<file path="src/rtl/if_fetch_queue.sv">
// Instruction fetch front end: single-outstanding memory request FSM feeding a
// circular prefetch queue, with a decode output register and branch redirect.
module if_fetch_queue #(
    parameter int              XLEN     = 32,
    parameter int              DEPTH    = 4,
    parameter logic [XLEN-1:0] RESET_PC = '0
) (
    input  logic            clk,
    input  logic            rst_n,
    input  logic [XLEN-1:0] PCBranchD,
    input  logic            PCSrcD,
    input  logic            StallF,
    input  logic            StallD,
    output logic            ImemReq,
    output logic [XLEN-1:0] ImemAddr,
    input  logic            ImemValid,
    input  logic [XLEN-1:0] ImemRdata,
    output logic [XLEN-1:0] InstrD,
    output logic [XLEN-1:0] PCPlus4D,
    output logic            ValidD
);

    localparam int              PTR_W   = $clog2(DEPTH);
    localparam int              CNT_W   = PTR_W + 1;
    localparam logic [XLEN-1:0] PC_STEP = XLEN'(4);

    typedef enum logic [1:0] {
        IDLE = 2'd0,
        WAIT = 2'd1,
        DROP = 2'd2
    } state_t;

    state_t           r_state;
    state_t           w_state_nxt;

    logic [XLEN-1:0]  r_fetch_pc;
    logic [XLEN-1:0]  r_req_pc;

    logic [XLEN-1:0]  r_q_instr [DEPTH];
    logic [XLEN-1:0]  r_q_pc4   [DEPTH];
    logic [PTR_W-1:0] r_wr_ptr;
    logic [PTR_W-1:0] r_rd_ptr;
    logic [CNT_W-1:0] r_count;

    logic [XLEN-1:0]  r_instr_d;
    logic [XLEN-1:0]  r_pc4_d;
    logic             r_valid_d;

    logic             w_issue;
    logic             w_push;
    logic             w_pop;
    logic             w_room;
    logic [CNT_W:0]   w_occupancy;

    // The outstanding request already owns a slot, so it counts against capacity.
    assign w_occupancy = {1'b0, r_count} + {{CNT_W{1'b0}}, (r_state == WAIT)};
    assign w_room      = w_occupancy < (CNT_W+1)'(DEPTH);

    // No bypass: only entries already stored at the start of the cycle can pop.
    assign w_pop = !StallD && !PCSrcD && (r_count != '0);

    always_comb begin
        w_state_nxt = r_state;
        w_issue     = 1'b0;
        w_push      = 1'b0;
        case (r_state)
            IDLE: begin
                if (rst_n && !StallF && !PCSrcD && w_room) begin
                    w_issue     = 1'b1;
                    w_state_nxt = WAIT;
                end
            end
            WAIT: begin
                if (ImemValid) begin
                    w_push      = !PCSrcD;
                    w_state_nxt = IDLE;
                end else if (PCSrcD) begin
                    w_state_nxt = DROP;
                end
            end
            DROP: begin
                if (ImemValid) begin
                    w_state_nxt = IDLE;
                end
            end
            default: w_state_nxt = IDLE;
        endcase
    end

    always_ff @(posedge clk) begin
        if (!rst_n) begin
            r_state <= IDLE;
        end else begin
            r_state <= w_state_nxt;
        end
    end

    always_ff @(posedge clk) begin
        if (!rst_n) begin
            r_fetch_pc <= RESET_PC;
        end else if (PCSrcD) begin
            r_fetch_pc <= PCBranchD;
        end else if (w_issue) begin
            r_fetch_pc <= r_fetch_pc + PC_STEP;
        end
    end

    always_ff @(posedge clk) begin
        if (w_issue) begin
            r_req_pc <= r_fetch_pc;
        end
    end

    always_ff @(posedge clk) begin
        if (!rst_n) begin
            r_wr_ptr <= '0;
            r_rd_ptr <= '0;
            r_count  <= '0;
        end else if (PCSrcD) begin
            r_wr_ptr <= '0;
            r_rd_ptr <= '0;
            r_count  <= '0;
        end else begin
            if (w_push) begin
                r_wr_ptr <= r_wr_ptr + PTR_W'(1);
            end
            if (w_pop) begin
                r_rd_ptr <= r_rd_ptr + PTR_W'(1);
            end
            case ({w_push, w_pop})
                2'b10:   r_count <= r_count + CNT_W'(1);
                2'b01:   r_count <= r_count - CNT_W'(1);
                default: r_count <= r_count;
            endcase
        end
    end

    always_ff @(posedge clk) begin
        if (w_push) begin
            r_q_instr[r_wr_ptr] <= ImemRdata;
            r_q_pc4[r_wr_ptr]   <= r_req_pc + PC_STEP;
        end
    end

    // Decode register: a stall freezes it even across a redirect.
    always_ff @(posedge clk) begin
        if (!rst_n) begin
            r_instr_d <= '0;
            r_pc4_d   <= '0;
            r_valid_d <= 1'b0;
        end else if (!StallD) begin
            if (w_pop) begin
                r_instr_d <= r_q_instr[r_rd_ptr];
                r_pc4_d   <= r_q_pc4[r_rd_ptr];
                r_valid_d <= 1'b1;
            end else begin
                r_instr_d <= '0;
                r_valid_d <= 1'b0;
            end
        end
    end

    assign ImemReq  = w_issue;
    assign ImemAddr = r_fetch_pc;
    assign InstrD   = r_instr_d;
    assign PCPlus4D = r_pc4_d;
    assign ValidD   = r_valid_d;

endmodule

</file>
<file path="config.mk">
export PLATFORM = sky130hd
export DESIGN_NAME = if_fetch_queue
export DESIGN_NICKNAME = d
export VERILOG_FILES = /design/src/rtl/if_fetch_queue.sv
export SDC_FILE = /design/constraint.sdc
export NUM_CORES = 1
export LEC_CHECK = 0
export CAP_MARGIN = 30
export CELL_PAD_IN_SITES_DETAIL_PLACEMENT = 1
export CELL_PAD_IN_SITES_GLOBAL_PLACEMENT = 2
export CORE_ASPECT_RATIO = 1.2
export CORE_UTILIZATION = 40
export DETAILED_ROUTE_END_ITERATION = 10
export PLACE_DENSITY = 0.83
export SYNTH_ARGS = -nofsm -noshare
export SYNTH_HDL_FRONTEND = slang
export SYNTH_SLANG_ARGS = --single-unit
export TNS_END_PERCENT = 5
</file>
<file path="constraint.sdc">
create_clock -name clk -period 3.35 [get_ports clk]
set_input_delay 0.335 -clock clk [delete_from_list [all_inputs] [get_ports clk]]
set_output_delay 0.335 -clock clk [all_outputs]
set_load 0.1 [all_outputs]
</file>
==> impl_metrics.py, run 1 <==
metrics = {
    "clock_tree": {
        "cts_tree": "yes",
        "h-tree-depth": 2,
        "insertion_delay_ps": 540,
        "cts_setup_buffers": 0,
        "cts_root_buf": "clkbuf_16",
        "clk_pin_slew_ps": 60,
        "clock_path_buffers": 3,
        "numCtsBuffers": 40,
        "cts.repair.resized": 0,
        "clock_sinks": 396,
        "holdBufCountCts": 0,
    },
    "placed_design": {
        "port_buffers": 167,
        "dp_slack_ps": 574,
        "place_congestion": 0.773,
        "place_hpwl_mm": 23.1,
        "placed_area_um2": 17700,
    },
    "synthesis": {
        "netlist_area_um2": 15300,
        "yosysSeqAreaShare_pct": 70.6,
        "synth-edff-count": 288,
        "synth.ff_latch_count": 396,
        "synth_cells": 1001,
        "syn_nets": 1079,
        "synth_top_cell_area_share_pct": 56.5,
        "synth-async-reset-ratio_pct": 0,
        "ys.flop_type": "edfxtp_1",
        "synth_area_per_cell_um2": 15.3,
        "synth_warnings": 0,
        "yosys.area.top_type": "edfxtp_1",
        "synth_cell_type_count": 49,
        "synth.area.top_cells": "edfxtp_1, dfxtp_1, mux4_2, nand2_1, xnor2_1",
    },
    "detailed_routing": {
        "wl_per_cell_um": 21.4,
        "drt_iter0_markers": 482,
        "drc": 0,
        "drt-total-wl_mm": 36.2,
        "vias": 9312,
        "firstDrtPassIters": 4,
        "ant_nets": 0,
        "avgViaCountPerCell": 5.49,
    },
    "global_route": {
        "grt.overflow.total": 0,
        "antenna_found_initial": 1,
        "grt_max_degree": 66,
        "grt_pass1_wl_mm": 57.1,
        "grt_pass1_vias": 9988,
        "grtUsageTotal_pct": 18.9,
    },
    "cells_and_area": {
        "drive_gt1_share_pct": 14.1,
        "layout.nets": 1261,
        "multi_input_area_um2": 4220,
        "final_area_um2": 19000,
        "area_delta_synth_final_pct": 24.0,
        "nFillCells": 3676,
        "register_area_um2": 10800,
        "antenna_cells": 0,
    },
    "sta": {
        "maxSlewViolCount": 0,
        "hold_violations": 0,
        "fin_setup_tns_ps": 0,
        "rsz0062_at_grt": "false",
        "min_period_over_period_pct": 78.2,
        "worst_slack_ps": 732,
        "relSlewSlack_pct": 30.1,
        "fmax_ghz": 0.382,
        "setup_viol": 0,
        "tightestPinTransition_ps": 1040,
        "finClkSkew_ps": 20.6,
        "fin_crit_ps": 2620,
    },
    "worst_setup_path": {
        "crit_buf_inv": 1,
        "rrSetupSlack_ps": 840,
        "r2r_end": "r_count[2]$_SDFFE_PP0P_",
        "critPathSlowestCell": "clkdlybuf4s50_1",
        "cp.depth": 1,
        "critPathTopFamily": "buffers and inverters",
        "start_kind": "flop",
        "r2r_start": "r_state[0]$_SDFFE_PN0P_",
        "cp_max_fo": 7,
        "worstSetupPathType": "flop to primary output",
        "end_kind": "primary output",
        "cp.required_ps": 3010,
        "worst_r2r_path_depth": 10,
        "slowest_delay_ps": 1210,
        "cp_cell_sequence": "clkdlybuf4s50_1",
        "crit_arrival_ps": 2280,
    },
    "worst_hold_path": {
        "min_from": "PCBranchD[6]",
        "hold_depth": 3,
        "hp-class": "primary input to flop",
        "holdPathEnd": "ImemAddr[6]$_SDFFE_PN0P_",
    },
    "floorplan": {
        "rows": 78,
        "ios": 168,
        "start_util_pct": 40.5,
        "die_area_um2": 39100,
        "core-area_um2": 37800,
        "die_x_um": 181,
        "fp.dieH_um": 216,
    },
    "power_and_ir_drop": {
        "p_leak_nw": 5.96,
        "max-vdd-ir-drop_mv": 0.357,
        "pwr_density_cell_nw_per_um2": 541,
    },
    "flow_run": {
        "cap_violations": 0,
    },
    "status": {
        "status": "complete, no violations",
    },
}
## layout make-up
type / count / share of cell area [%]
clock buffer: 57 / 5.83
tap: 480 / 3.16
timing repair buffer: 197 / 10.6
multi-input combinational: 534 / 22.2
clock inverter: 17 / 0.903
inverter: 14 / 0.277
sequential: 396 / 57.0
## tightest hold or removal path: cells and delay by family
| family | cells | cell delay (ps) |
|---|---|---|
| compound gates | 1 | 60 |
| buf+inv | 1 | 400 |
| simple gates | 1 | 90 |
## registers in the layout (all words and copies together), names as in the netlist, named ones only
signal     count
ValidD         1
r_q_instr    128
r_count        3
r_wr_ptr       2
ImemAddr      32
r_q_pc4      128
r_req_pc      32
InstrD        32
PCPlus4D      32
r_state        2
r_rd_ptr       2
## cell families (layout without fill, tap and decap cells)
family                     after synthesis  after routing  share of synthesized area (%)
DFF                                    396            396                           70.6
and+or+nand+nor                        281            281                           9.29
AOI/OAI and AO/OA                      138            138                           5.62
buffers and inverters                   71            285                           1.86
muxes                                   67             67                           9.61
xor gates and xnor gates                40             40                           2.29
adders and majority gates                8              8                          0.703
## cells in the final DEF (no fill, tap or decap), types with 10 or more instances in the layout
| cell type | netlist | final |
|---|---|---|
| dfxtp_1 | 108 | 104 |
| nand2_1 | 96 | 96 |
| xnor2_1 | 31 | 31 |
| and4_1 | 15 | 15 |
| buf_4 | 0 | 25 |
| nand4_1 | 20 | 20 |
| clkbuf_1 | 42 | 14 |
| clkbuf_16 | 0 | 41 |
| clkdlybuf4s50_1 | 0 | 164 |
| nor2_1 | 54 | 54 |
| mux4_2 | 64 | 64 |
| or4_1 | 12 | 12 |
| a31oi_1 | 16 | 16 |
| o21ai_0 | 23 | 23 |
| inv_1 | 14 | 12 |
| nor4_1 | 10 | 10 |
| a22oi_1 | 32 | 32 |
| nand3_1 | 30 | 30 |
| a21oi_1 | 45 | 45 |
| edfxtp_1 | 288 | 288 |
## report_power, final
| group | switching (mW) | internal, mW |
|---|---|---|
| Combinational | 0.378 | 0.176 |
| Clock | 1.80 | 2.55 |
| Sequential | 0.0700 | 5.29 |
## synth_stat cells, drive strengths merged, types with 2 or more instances
cell type	count
inv	14
o31ai	9
nand4	21
nor2	54
mux4	64
o21ai	23
and3	7
a211oi	4
o311a	2
nand2	96
xor2	9
and2	7
nand3	30
a21oi	45
nor2b	3
clkbuf	43
edfxtp	288
and4	15
or3	6
nor4	12
mux2i	3
or4	13
nand2b	3
dfxtp	108
xnor2	31
a22oi	32
a31oi	16
ha	7
buf	14
nor3	9
## layer usage
metal / vias up / track usage [%] / wire length, um
met5: - / 0 / 0
met4: 0 / 5.81 / 788
met3: 58 / 3.09 / 1770
met2: 270 / 33.1 / 18300
met1: 4743 / 24.1 / 15300
li1: 4241 / - / -
## worst max path at each step
stage | startpoint | end | slack, ps
after global placement | PCSrcD | r_count[2]$_SDFFE_PP0P_ | 610
after floorplan | StallD | r_count[2]$_SDFFE_PP0P_ | 430
final | ImemAddr[2]$_SDFFE_PN0P_ | ImemAddr[2] | 730
after detailed placement | PCSrcD | r_count[2]$_SDFFE_PP0P_ | 570
after global routing | r_state[0]$_SDFFE_PN0P_ | r_count[2]$_SDFFE_PP0P_ | 580
after CTS | ImemAddr[13]$_SDFFE_PN0P_ | ImemAddr[13] | 710
## per-stage QoR
step / power [mW] / util (%) / hold slack, ps / instances
final: 10.3 / 50.3 / 407 / 1695
after global placement: 6.00 / 46.7 / 441 / 1618
after detailed placement: 6.02 / 46.8 / 451 / 1620
after global routing: 10.6 / 50.3 / 403 / 1695
after CTS: 10.4 / 50.2 / 386 / 1694
after floorplan: 5.77 / - / 414 / 1001
Note: power is estimated with default switching activity, not from simulation.
==> run 2, diff against run 1 <==
- clock period: 3.35 -> 2.7 ns (I/O delays scaled with it)
==> run 2 against run 1 <==
Compared with the run above: the flow now finishes with violations (design-rule violations); total power up 23%; combinational power up 26%; sequential power increased by 24%; core utilization fell by 0.22 points; first-iteration DRC count decreased by 21%; flip-flop and latch count unchanged; register-to-register slack got worse by 500 ps.
==> impl_metrics.py, run 2 (synthesized netlist as in run 1, its figures left out) <==
metrics = {
    "status": {
        "status": "finished, violations left",
        "failed_checks": "design-rule violations",
    },
    "clock_tree": {
        "clock_path_buffers": 3,
        "numCtsBuffers": 40,
        "h-tree-depth": 2,
        "clock_sinks": 396,
        "insertion_delay_ps": 540,
        "cts.repair.resized": 0,
        "holdBufCountCts": 0,
        "cts_root_buf": "clkbuf_16",
        "cts_setup_buffers": 0,
        "clk_pin_slew_ps": 60,
        "cts_tree": "yes",
    },
    "sta": {
        "setup_viol": 0,
        "tightestPinTransition_ps": 794,
        "fin_setup_tns_ps": 0,
        "worst_slack_ps": 299,
        "fmax_ghz": 0.417,
        "relSlewSlack_pct": 47.0,
        "finClkSkew_ps": 14.4,
        "fin_crit_ps": 2400,
        "hold_violations": 0,
        "maxSlewViolCount": 0,
        "rsz0062_at_grt": "false",
        "min_period_over_period_pct": 88.9,
    },
    "floorplan": {
        "fp.dieH_um": 216,
        "core-area_um2": 37800,
        "die_area_um2": 39100,
        "rows": 78,
        "ios": 168,
        "die_x_um": 181,
        "start_util_pct": 40.5,
    },
    "detailed_routing": {
        "ant_nets": 0,
        "firstDrtPassIters": 7,
        "wl_per_cell_um": 20.4,
        "avgViaCountPerCell": 5.37,
        "vias": 9185,
        "wl_met1_mm": 14.9,
        "drt-total-wl_mm": 35.0,
        "drc": 1,
        "drt_iter0_markers": 380,
        "dr.max_layer_used": "met4",
        "wl_met2_mm": 17.9,
        "wl_met3_mm": 1.49,
    },
    "cells_and_area": {
        "layout.nets": 1278,
        "final_cell_mix": "edfxtp_1, buf_4, dfxtp_1, nand2_1, clkdlybuf4s50_1",
        "postLayoutCoreUtil_pct": 50.0,
        "reg_top3": "r_q_instr: 128 flops, r_q_pc4: 128 flops",
        "area_delta_synth_final_pct": 23.4,
        "drive_gt1_share_pct": 22.8,
        "final_common_cell": "edfxtp_1",
    },
    "placed_design": {
        "place_hpwl_mm": 23.6,
        "port_buffers": 167,
        "dp_slack_ps": 86.2,
        "place_congestion": 0.762,
    },
    "worst_setup_path": {
        "cp_max_fo": 11,
        "worst_r2r_path_depth": 9,
        "end_kind": "primary output",
        "cp.required_ps": 2430,
        "r2r_start": "r_count[2]$_SDFFE_PP0P_",
        "r2r_end": "r_count[2]$_SDFFE_PP0P_",
        "start_kind": "flop",
        "crit_arrival_ps": 2130,
        "worstSetupPathType": "flop to primary output",
        "rrSetupSlack_ps": 340,
    },
    "flow_run": {
        "cap_violations": 0,
    },
    "global_route": {
        "grt.overflow.total": 0,
        "grt_max_degree": 66,
        "antenna_found_initial": 2,
        "grtUsageTotal_pct": 18.3,
        "grt_pass1_wl_mm": 55.2,
        "grt_pass1_vias": 9844,
    },
    "power_and_ir_drop": {
        "pwr_density_cell_nw_per_um2": 666,
        "max-vdd-ir-drop_mv": 0.462,
        "p_leak_nw": 6.20,
    },
    "worst_hold_path": {
        "holdPathEnd": "ImemAddr[19]$_SDFFE_PN0P_",
        "hold_depth": 3,
        "hp-class": "primary input to flop",
        "min_from": "PCBranchD[19]",
    },
}
## run 2: changes by cell type in the layout (fill, tap and decap cells not counted), sizes merged
| cell | previous run | this run |
|---|---|---|
| clkdlybuf4s50 | 164 | 69 |
| bufinv | 3 | 1 |
| inv | 17 | 16 |
| clkinvlp | 1 | 4 |
| clkbuf | 57 | 56 |
| diode | 0 | 1 |
| buf | 33 | 145 |
## run 2: layer usage
metal	vias up	global-route usage (%)
met2	228	32.8
met4	0	5.58
met3	55	2.92
met1	4622	22.5
li1	4280	-
met5	-	0
## run 2: area by class of cell
| class | instances | area [um^2] |
|---|---|---|
| diodes | 1 | 2.50 |
| clock buffers | 56 | 1120 |
| clock inverters | 17 | 126 |
| fillers | 3706 | 18900 |
| inverters | 14 | 52.6 |
| multi-input cells | 534 | 4220 |
| flip-flops and latches | 396 | 10800 |
| well taps | 480 | 601 |
| repair buffers | 214 | 1950 |
## run 2: worst max-delay path by stage
stage,startpoint,end,slack (ps),cells past startpoint
6_report,r_count[2]$_SDFFE_PP0P_,ImemReq,300,5
5_1_grt,ImemAddr[6]$_SDFFE_PN0P_,ImemAddr[22]$_SDFFE_PN0P_,190,4
4_1_cts,r_count[2]$_SDFFE_PP0P_,ImemReq,260,5
3_5_place_dp,PCSrcD,r_count[2]$_SDFFE_PP0P_,90,9
3_3_place_gp,PCSrcD,r_count[2]$_SDFFE_PP0P_,120,9
2_1_floorplan,r_state[0]$_SDFFE_PN0P_,r_q_instr[1][0]$_DFFE_PP_,-140,4
## run 2: stage by stage
stage / instance area, um^2 / power [mW] / hold WS (ps) / std cells
2_1_floorplan: 15300 / 7.16 / 349 / 1001
3_3_place_gp: 17600 / 7.45 / 445 / 1638
3_5_place_dp: 17600 / 7.46 / 451 / 1638
4_1_cts: 18900 / 12.7 / 291 / 1711
5_1_grt: 18900 / 12.9 / 315 / 1712
6_report: 18900 / 12.6 / 311 / 1712
## run 2: where the power goes
group          switching (mW)  internal, mW
Clock                    2.23          3.02
Combinational           0.479         0.219
Sequential             0.0721          6.56
Total                    2.78          9.80
## run 2: critical path, cell delays in order (launching register included)
cell and delay, ps:
dfxtp_1 370, nor4_1 320, buf_4 260, nand2_1 190
inv_1 240, buf_12 210
==> run 3, diff against run 2 <==
- CORE_ASPECT_RATIO: 1.2 -> 0.6
- CORE_MARGIN: not set -> 2
==> run 3 against run 2 <==
Compared with the run above: the flow now finishes without violations; clock power rose by 0.8%; flip-flop and latch count stayed put; first-iteration DRC count grew 66%; combinational power increased by 3.9%; worst setup slack worse by 110 ps; clock skew decreased by 2.1 ps; routed wire length is 12% higher; via count is 2.8% higher; count of clock-buffer cells in the layout rose by 6; die area is 2.2% higher; total power grew 0.52%; critical endpoint unchanged; largest cell class unchanged; highest routed layer is now met5.
==> impl_metrics.py, run 3 (synthesized netlist as in run 1, its figures left out) <==
metrics = {
    "status": {
        "status": "complete, no violations",
    },
    "power_and_ir_drop": {
        "p_seq_share_pct": 52.4,
        "p_clk_share_pct": 41.9,
        "pwr-share-comb_pct": 5.7,
        "switching_share_pct": 22.1,
        "p_int_mw": 9.86,
        "max-vdd-ir-drop_mv": 0.397,
        "p_leak_nw": 6.24,
        "pwr_density_cell_nw_per_um2": 667,
        "p_total_mw": 12.6,
        "p_switching_mw": 2.79,
    },
    "sta": {
        "tightestPinTransition_ps": 875,
        "fin_setup_tns_ps": 0,
        "hold_violations": 0,
        "worst_slack_ps": 191,
        "finClkSkew_ps": 12.3,
        "holdWs_ps": 343,
        "rsz0062_at_grt": "false",
        "setup_viol": 0,
        "fin_crit_ps": 2510,
        "min_period_over_period_pct": 92.9,
        "fmax_ghz": 0.399,
        "relSlewSlack_pct": 41.7,
        "maxSlewViolCount": 0,
    },
    "worst_setup_path": {
        "worstSetupPathType": "primary input to primary output",
        "cp_max_fo": 13,
        "end_kind": "primary output",
        "rrSetupSlack_ps": 330,
        "start_kind": "primary input",
        "crit_arrival_ps": 2240,
        "cp.required_ps": 2430,
    },
    "placed_design": {
        "place_congestion": 0.836,
        "dp_slack_ps": 64.0,
        "dp.cells": 1676,
        "place_hpwl_mm": 25.3,
        "port_buffers": 167,
    },
    "cells_and_area": {
        "area_delta_synth_final_pct": 23.8,
        "drive_gt1_share_pct": 23.2,
        "layout.nets": 1282,
        "final_cell_mix": "edfxtp_1, buf_4, dfxtp_1, nand2_1, clkdlybuf4s50_1",
        "final_cells": 1748,
        "reg_top3": "r_q_instr: 128 flops, r_q_pc4: 128 flops",
        "final_common_cell": "edfxtp_1",
    },
    "detailed_routing": {
        "avgViaCountPerCell": 5.40,
        "drt-total-wl_mm": 39.1,
        "vias": 9443,
        "wl_per_cell_um": 22.3,
        "firstDrtPassIters": 4,
        "drt_iter0_markers": 632,
        "ant_nets": 0,
        "drc": 0,
    },
    "global_route": {
        "grt_pass1_vias": 10100,
        "grt_max_degree": 66,
        "grt.overflow.total": 0,
        "grtUsageTotal_pct": 19.9,
        "antenna_found_initial": 2,
        "grt_pass1_wl_mm": 60.9,
    },
    "clock_tree": {
        "holdBufCountCts": 0,
        "cts.repair.resized": 0,
        "clock_path_buffers": 3,
        "h-tree-depth": 2,
        "cts_setup_buffers": 0,
        "numCtsBuffers": 39,
        "cts_root_buf": "clkbuf_16",
        "clk_pin_slew_ps": 70,
        "clock_sinks": 396,
        "cts_tree": "yes",
        "insertion_delay_ps": 530,
    },
    "worst_hold_path": {
        "hp-class": "primary input to flop",
    },
    "floorplan": {
        "ios": 168,
        "die_area_um2": 39900,
        "fp.dieH_um": 156,
        "die_x_um": 257,
        "core-area_um2": 37700,
        "start_util_pct": 40.6,
        "rows": 55,
    },
    "flow_run": {
        "cap_violations": 0,
    },
}
run 3: cell types whose count changed in the layout (fill, tap and decap cells not counted):
cell / delta
buf_4: +6
clkinv_1: -6
clkinv_2: +5
clkbuf_1: +4
clkinvlp_4: -3
clkbuf_8: +2
clkinv_4: -2
inv_6: -2
buf_12: -1
run 3: cell type report:
class / count / area [um^2]
inverters: 14 / 52.6
clock buffers: 62 / 1170
flip-flops and latches: 396 / 10800
multi-input cells: 534 / 4220
diodes: 1 / 2.50
fillers: 3722 / 18800
repair buffers: 219 / 1980
clock inverters: 9 / 71.3
well taps: 513 / 642
run 3: final timing paths:
path | from | endpoint | cells past startpoint
max | PCSrcD | ImemReq | 8
min | PCBranchD[17] | ImemAddr[17]$_SDFFE_PN0P_ | 3
max reg2reg | r_req_pc[2]$_DFFE_PP_ | r_q_pc4[0][24]$_DFFE_PP_ | 6
min reg2reg | PCPlus4D[9]$_SDFFE_PN0P_ | PCPlus4D[9]$_SDFFE_PN0P_ | 2
run 3: through the flow:
stage | util (%) | instance area (um^2)
5_1_grt | 50.3 | 19000
2_1_floorplan | - | 15300
4_1_cts | 50.2 | 18900
6_report | 50.3 | 19000
3_5_place_dp | 47.0 | 17700
3_3_place_gp | 47.0 | 17700
run 3: per-layer routing:
metal / vias to the layer above / share of wire [%] / track usage [%]
met4: 2 / 1.2 / 4.01
met5: - / 0.033 / 0
met2: 187 / 47 / 32.1
li1: 4290 / - / -
met3: 46 / 4.4 / 3.36
met1: 4918 / 47 / 28.7
run 3: critical path, cell delays in order:
cell and delay [ps]:
clkdlybuf4s50_1 480, buf_4 170, buf_4 190, nor2b_1 300, nand2_1 230, inv_1 130, buf_4 240, buf_12 210
run 3: power by group through the flow:
| stage | sequential, mW | clock (mW) | combinational (mW) |
|---|---|---|---|
| after floorplan | 7.00 | 0 | 0.164 |
| after global placement | 6.76 | 0 | 0.711 |
| after detailed placement | 6.76 | 0 | 0.726 |
| after CTS | 6.63 | 5.44 | 0.729 |
| after global routing | 6.63 | 5.67 | 0.766 |
| final | 6.63 | 5.29 | 0.725 |
